### src/rtl/uart_rx_deser.sv
// uart_rx_deser: UART receive deserialiser.
// Line format: start(0), DATA_W data bits LSB first, optional odd parity bit, stop(1).
// Optional build macro UART_RX_MAJORITY_EN: each bit decision is the 2-of-3 majority
// of the synchronised line around mid-bit, taken one cycle later than the single sample.
// Output handshake: rd_data is held stable while rd_vld=1; a byte transfers on any
// cycle with rd_vld & rd_rdy; rd_rdy is ignored while rd_vld=0.
module uart_rx_deser #(
  parameter int CLK_FREQ = 50000000,
  parameter int BR       = 115200,
  parameter int DATA_W   = 8,
  parameter int CHECK    = 1
) (
  input  logic              clk,
  input  logic              rst,
  input  logic              rx,
  output logic [DATA_W-1:0] rd_data,
  output logic              rd_vld,
  input  logic              rd_rdy,
  output logic              par_err,
  output logic              frm_err,
  output logic              ovf
);

  localparam int BR_DIV = CLK_FREQ / BR;
  localparam int CNT_W  = $clog2(BR_DIV);
  localparam int BIT_W  = $clog2(DATA_W);
  localparam logic [CNT_W-1:0] CNT_MAX  = CNT_W'(BR_DIV - 1);
  localparam logic [CNT_W-1:0] CNT_MID  = CNT_W'(BR_DIV / 2);
  localparam logic [BIT_W-1:0] BIT_LAST = BIT_W'(DATA_W - 1);

  typedef enum logic [2:0] {
    IDLE   = 3'd0,
    START  = 3'd1,
    DATA   = 3'd2,
    PARITY = 3'd3,
    STOP   = 3'd4
  } state_t;

  state_t              state_q, state_d;
  logic [CNT_W-1:0]    cnt_q, cnt_d;
  logic [BIT_W-1:0]    bit_q, bit_d;
  logic [DATA_W-1:0]   shift_q, shift_d;
  logic                err_q, err_d;
  logic [DATA_W-1:0]   rd_data_q, rd_data_d;
  logic                rd_vld_q, rd_vld_d;
  logic                par_err_q, par_err_d;
  logic                frm_err_q, frm_err_d;
  logic                ovf_q, ovf_d;

  logic rx_m_q, rx_s_q, rx_d_q;
  logic fall;
  logic strobe;
  logic samp;

  // Two-flop synchroniser plus a delay flop for falling-edge detection; idle line is high.
  always_ff @(posedge clk or posedge rst) begin
    if (rst) begin
      rx_m_q <= 1'b1;
      rx_s_q <= 1'b1;
      rx_d_q <= 1'b1;
    end else begin
      rx_m_q <= rx;
      rx_s_q <= rx_m_q;
      rx_d_q <= rx_s_q;
    end
  end

  assign fall = rx_d_q & ~rx_s_q;

`ifdef UART_RX_MAJORITY_EN
  localparam logic [CNT_W-1:0] CNT_PRE = CNT_W'(BR_DIV / 2 - 1);
  localparam logic [CNT_W-1:0] CNT_DEC = CNT_W'(BR_DIV / 2 + 1);

  logic maj_a_q, maj_a_d;
  logic maj_b_q, maj_b_d;

  // Capture the two early votes; the third is the live line at the decision count.
  always_comb begin
    maj_a_d = maj_a_q;
    maj_b_d = maj_b_q;
    if (cnt_q == CNT_PRE) maj_a_d = rx_s_q;
    if (cnt_q == CNT_MID) maj_b_d = rx_s_q;
  end

  // Majority vote registers.
  always_ff @(posedge clk or posedge rst) begin
    if (rst) begin
      maj_a_q <= 1'b1;
      maj_b_q <= 1'b1;
    end else begin
      maj_a_q <= maj_a_d;
      maj_b_q <= maj_b_d;
    end
  end

  assign strobe = (cnt_q == CNT_DEC);
  assign samp   = (maj_a_q & maj_b_q) | (maj_a_q & rx_s_q) | (maj_b_q & rx_s_q);
`else
  assign strobe = (cnt_q == CNT_MID);
  assign samp   = rx_s_q;
`endif

  // Next-state, counters, shift register and output handshake.
  always_comb begin
    state_d   = state_q;
    cnt_d     = cnt_q;
    bit_d     = bit_q;
    shift_d   = shift_q;
    err_d     = err_q;
    rd_data_d = rd_data_q;
    rd_vld_d  = rd_vld_q & ~rd_rdy;
    par_err_d = 1'b0;
    frm_err_d = 1'b0;
    ovf_d     = 1'b0;

    // Baud counter free-runs with wrap while a frame is in progress.
    if (state_q != IDLE) begin
      cnt_d = (cnt_q == CNT_MAX) ? '0 : cnt_q + 1'b1;
    end

    case (state_q)
      IDLE: begin
        cnt_d = '0;
        if (fall) begin
          state_d = START;
          err_d   = 1'b0;
          bit_d   = '0;
        end
      end
      START: begin
        if (strobe) begin
          // A high line at mid start bit is a glitch: drop it silently.
          state_d = samp ? IDLE : DATA;
          bit_d   = '0;
        end
      end
      DATA: begin
        if (strobe) begin
          shift_d = {samp, shift_q[DATA_W-1:1]};
          if (bit_q == BIT_LAST) begin
            bit_d   = '0;
            state_d = (CHECK != 0) ? PARITY : STOP;
          end else begin
            bit_d = bit_q + 1'b1;
          end
        end
      end
      PARITY: begin
        if (strobe) begin
          if (samp != ~^shift_q) err_d = 1'b1;
          state_d = STOP;
        end
      end
      STOP: begin
        if (strobe) begin
          state_d = IDLE;
          if (!samp) begin
            frm_err_d = 1'b1;
          end else if (err_q) begin
            par_err_d = 1'b1;
          end else if (!rd_vld_q || rd_rdy) begin
            rd_data_d = shift_q;
            rd_vld_d  = 1'b1;
          end else begin
            ovf_d = 1'b1;
          end
        end
      end
      default: begin
        state_d = IDLE;
      end
    endcase
  end

  // State and datapath registers; reset aborts any frame in progress.
  always_ff @(posedge clk or posedge rst) begin
    if (rst) begin
      state_q   <= IDLE;
      cnt_q     <= '0;
      bit_q     <= '0;
      shift_q   <= '0;
      err_q     <= 1'b0;
      rd_data_q <= '0;
      rd_vld_q  <= 1'b0;
      par_err_q <= 1'b0;
      frm_err_q <= 1'b0;
      ovf_q     <= 1'b0;
    end else begin
      state_q   <= state_d;
      cnt_q     <= cnt_d;
      bit_q     <= bit_d;
      shift_q   <= shift_d;
      err_q     <= err_d;
      rd_data_q <= rd_data_d;
      rd_vld_q  <= rd_vld_d;
      par_err_q <= par_err_d;
      frm_err_q <= frm_err_d;
      ovf_q     <= ovf_d;
    end
  end

  assign rd_data = rd_data_q;
  assign rd_vld  = rd_vld_q;
  assign par_err = par_err_q;
  assign frm_err = frm_err_q;
  assign ovf     = ovf_q;

endmodule

### config.mk
export PLATFORM = sky130hd
export DESIGN_NAME = uart_rx_deser
export DESIGN_NICKNAME = d
export VERILOG_FILES = /design/src/rtl/uart_rx_deser.sv
export SDC_FILE = /design/constraint.sdc
export NUM_CORES = 1
export LEC_CHECK = 0
export CAP_MARGIN = 40
export CORE_ASPECT_RATIO = 0.9
export CORE_MARGIN = 4
export CORE_UTILIZATION = 30
export CTS_BUF_LIST = sky130_fd_sc_hd__clkbuf_8
export DETAILED_ROUTE_END_ITERATION = 16
export PLACE_DENSITY = 0.51
export SETUP_SLACK_MARGIN = 0.02
export SLEW_MARGIN = 20
export SYNTH_ARGS = -nofsm -noshare
export SYNTH_HDL_FRONTEND = slang
export SYNTH_SLANG_ARGS = --single-unit
### constraint.sdc
create_clock -name clk -period 3.3 [get_ports clk]
set_input_delay 0.66 -clock clk [delete_from_list [all_inputs] [get_ports clk]]
set_output_delay 0.66 -clock clk [all_outputs]
set_load 0.05 [all_outputs]
; ---- Word-level counts from Yosys, hierarchy flattened
; Index checks and enable logic that the tools add are counted.
[totals]
register_bits = 39
input_bits = 4
out_inout_bits = 12
wordCells = 84
[classes]
addsub = 2
eq_ne = 15
n_mux = 36
n_bitwise = 5
n_reduce_logical = 13
[op_table]
columns = cell, n
row1 = 2-to-1 mux 3 bit, 9
row2 = 2-to-1 mux 9 bit, 3
row3 = 2-to-1 mux 1 bit, 20
row4 = case mux 3 bit (5 select lines), 1
row5 = != test 2 bit (second input constant), 7
row6 = adder 9 x 1 -> 9 bit (second input constant), 1
row7 = == test 9 x 8 -> 1 bit (second input constant), 1
row8 = == test 9 bit (second input constant), 1
row9 = case mux 3 bit (3 select lines), 1
row10 = AND reduction 4 bit, 2
row11 = XNOR reduction 8 bit, 1
row12 = == test 3 x 2 -> 1 bit (second input constant), 2
row13 = == test 3 bit (second input constant), 2
row14 = AND reduction 6 bit, 1
row15 = nonzero test 3 bit, 2
row16 = AND reduction 5 bit, 1
row17 = nonzero test 2 bit, 2
row18 = adder 3 x 1 -> 3 bit (second input constant), 1
row19 = == test 3 x 1 -> 1 bit (second input constant), 1
row20 = logical NOT 3 bit, 1
row21 = inverter 1 bit, 3
row22 = bitwise AND 1 bit, 2
row23 = 2-to-1 mux 2 bit, 1
row24 = case mux 1 bit (2 select lines), 1
row25 = other kinds (4), 4

; ---- Depth between registers and ports, before layout
[logic_depth]
ltp_word = 7
depth_mapped = 8
mapped_depth_nobuf = 6

; ---- Worst setup path after synthesis
; Ideal clock, no wire load.
[synth_timing]
kind = flip-flop to flip-flop
startpoint = register cnt_q[1]
endpoint = register rd_data_q[0] (netlist: rd_data[0])
setup_ns = 0.125
arrival_time_ns = 1.858
t_required_ns = 3.175
slack_ns = 1.316
path_stages_with_launch = 9
path_buffers = 2
period_less_slack_ns = 1.984
path_cell_list = dfrtp_1 > inv_1 > ha_1 > and3b_1 > buf_6 > nand3_4 > or4b_4 > buf_6 > mux2_4
[synth_via]
elab_chain_cells = 2
[synth_rtl]
columns = element, line_no
row1 = from (decl), 40  ; logic [CNT_W-1:0] cnt_q, cnt_d;
row2 = from (signal assigned), 190  ; cnt_q <= cnt_d;
row3 = == test 9 x 8 -> 1 bit, 99  ; assign strobe = (cnt_q == CNT_MID);
row4 = AND reduction 5 bit (no line), --
row5 = to (signal assigned), 194  ; rd_data_q <= rd_data_d;
row6 = to (decl), 44  ; logic [DATA_W-1:0] rd_data_q, rd_data_d;
; No other way between the ends.
; A chain may end at the register's enable or synchronous reset.

; ---- Final worst setup path
[layout_timing]
startpoint = register cnt_q[1]
endpoint = register rd_data_q[1] (netlist: rd_data[1])
; The elaborated chain is that of the path after synthesis.

==> impl_metrics.json <==
{
  "wl_per_cell_um": 13.3,
  "die_y_um": 81.8,
  "clk_pin_slew_worst_paths_ns": 0.07,
  "ant_nets": 0,
  "cts_hold_buf": 0,
  "grt_max_degree": 20,
  "first_global_vias": 1147,
  "multiInputGateArea_um2": 774,
  "clk_latency_ns": 0.29,
  "clk_path_buf_depth": 2,
  "status": "finished clean",
  "min_path_type": "reg2reg",
  "synth_top_cell_area_share_pct": 49.7,
  "drive_gt1_share_pct": 20.4,
  "rr_startpoint": "cnt_q[1]",
  "firstDrtPassIters": 4,
  "grt_usage_pct": 9.90,
  "r2r_slack_ns": 1.12,
  "ys_types": 36,
  "maxCapViolations": 0,
  "num-fill-cells": 551,
  "end_kind": "flop",
  "worstSetupStartpoint": "cnt_q[1]",
  "final_cell_mix": "dfrtp_1 (36), clkdlybuf4s50_1 (15), nand2_1 (10)",
  "yosys-top-cells-area": "dfrtp_1 (50%), mux2_4 (6.6%), mux2_2 (5.6%)",
  "crit_end": "rd_data[1]",
  "synth_area_um2": 1810,
  "drtIter0Drc": 73,
  "p_switching_w": 0.000279,
  "grt.overflow.total": 0,
  "synth_seq_area_share_pct": 54.0,
  "clkSinkCount": 39,
  "io_buffer_count": 15,
  "register_area_um2": 980,
  "core_um2": 5760,
  "fin_nets": 174,
  "worst_slew_pin_slew_ns": 0.503,
  "tritoncts.num_buffers": 5,
  "synth_edf_count": 0,
  "leakage_nw": 1.00,
  "relSlewSlack_pct": 66.3,
  "r2r_cells": 6,
  "pre_cts_slack_ns": 1.02,
  "initial_core_util_pct": 31.5,
  "area_growth_pct": 17.7,
  "cts_resized": 0,
  "synth_ff_type": "dfrtp_1",
  "diodes": 0,
  "fp.dieW_um": 90.0,
  "power_density_nw_per_um2": 480,
  "tns_ns": 0,
  "syn_avg_cell_area_um2": 12.4,
  "clock-root-buffer": "clkbuf_8",
  "ir_drop_uv": 262,
  "rsz0062_at_grt": "no",
  "cp.arrival_ns": 2.36,
  "synth-seq-cells": 39,
  "synth_nets": 154,
  "critPathMaxFanout": 8,
  "utilization_pct": 37.1,
  "p_seq_share_pct": 55.5,
  "vias_per_cell": 4.87,
  "routed_wl_mm": 3.16,
  "start_kind": "flop",
  "drcViolationCount": 0,
  "io_pins": 16,
  "switching_share_pct": 27.3,
  "place_area_um2": 2040,
  "p_int_w": 0.000745,
  "holdWs_ns": 0.372,
  "htreeDepth": 2,
  "yosysWarnings": 0,
  "hold_viol_final": 0,
  "min_period_ns": 2.18,
  "grt_pass1_wl_mm": 5.65,
  "crit_type": "reg2reg",
  "clkPwrFrac_pct": 31.6,
  "synth_largest_area_cell": "dfrtp_1",
  "dieArea_um2": 7360,
  "antenna_found_initial": 0,
  "skew_ns": 0.0118,
  "fmax_mhz": 458,
  "dp_hpwl_mm": 2.38,
  "via_count": 1154,
  "setup_violations": 0,
  "worstPathRequired_ns": 3.48,
  "gp_congestion": 0.744,
  "async_flop_share_pct": 100,
  "maxSlewViolCount": 0,
  "layout_setup_ws_ns": 1.12,
  "regToRegEndpoint": "rd_data[1]",
  "power_frac_comb_pct": 12.9,
  "fp-row-count": 26,
  "layout_commonest_cell": "dfrtp_1",
  "syn_inst": 146,
  "fin_area_um2": 2140,
  "post-cts-setup-buffers": 0,
  "fin_crit_sh_pct": 66.1,
  "cts_tree": "built"
}
## per-layer routing
layer	share of wire [%]	track usage, %
met1	49	12.3
met2	44	15.5
met3	6.1	4.30
met4	0.98	3.67
met5	0	0
## synthesized netlist by cell type, types with 3 or more instances
cell type / number
nand3_1: 4
dfstp_2: 3
xnor2_1: 6
a21oi_1: 7
xor2_1: 3
ha_1: 4
o21ai_0: 5
nand4_1: 3
nor3_1: 3
or3_1: 6
inv_1: 6
mux2_2: 9
nor2_1: 7
dfrtp_1: 36
nand2_1: 10
mux2_4: 8
## worst min-delay path by stage
stage            from     end  slack (ns)  depth (start not counted)
2_1_floorplan  rx_m_q  rx_s_q        0.35                          0
6_report       rx_m_q  rx_s_q        0.37                          0
4_1_cts        rx_m_q  rx_s_q        0.38                          0
3_3_place_gp   rx_m_q  rx_s_q        0.35                          0
3_5_place_dp   rx_m_q  rx_s_q        0.36                          0
5_1_grt        rx_m_q  rx_s_q        0.38                          0
## power groups by stage
stage,sequential (W),clock (W),combinational [W]
2_1_floorplan,0.000563,0,0.000109
3_3_place_gp,0.000573,0,0.000127
3_5_place_dp,0.000578,0,0.000135
4_1_cts,0.000568,0.000337,0.000136
5_1_grt,0.000575,0.000359,0.000152
6_report,0.000568,0.000324,0.000132
## logic make-up (layout without fill, tap and decap cells)
kind of cell | count (synthesis) | count (layout) | share of synthesized area [%]
muxes | 19 | 19 | 13.3
and+or+nand+nor | 45 | 45 | 15.0
adders and majority gates | 4 | 4 | 2.76
xor gates and xnor gates | 10 | 10 | 5.59
DFF | 39 | 39 | 54.0
AOI/OAI and AO/OA | 18 | 18 | 6.07
buffers and inverters | 11 | 32 | 3.31
## through the flow
step,std cells,total power (W)
after floorplan,146,0.000672
after global placement,228,0.000700
after detailed placement,229,0.000713
after CTS,237,0.00104
after global routing,237,0.00109
final,237,0.00102
## flip-flops by register name, indices dropped and copies added, names as in the netlist, 3 cells and up
| register | count |
|---|---|
| bit_q | 3 |
| cnt_q | 9 |
| rd_data | 8 |
| shift_q | 8 |
| state_q | 3 |
## final cells by class
class / instances / area share, %
clock buffers: 6 / 3.87
repair buffers: 18 / 8.44
well taps: 70 / 4.10
multi-input cells: 96 / 36.3
flip-flops and latches: 39 / 45.9
clock inverters: 2 / 0.410
inverters: 6 / 1.05
## worst max-delay path, cell delays in order, from the launching register on
cell and delay (ns):
dfrtp_1 0.40, inv_1 0.07, ha_1 0.13, and3b_1 0.35, nand3_4 0.15, or4b_4 0.64, mux2_4 0.33
No activity file was read; power rests on OpenSTA's default activity.
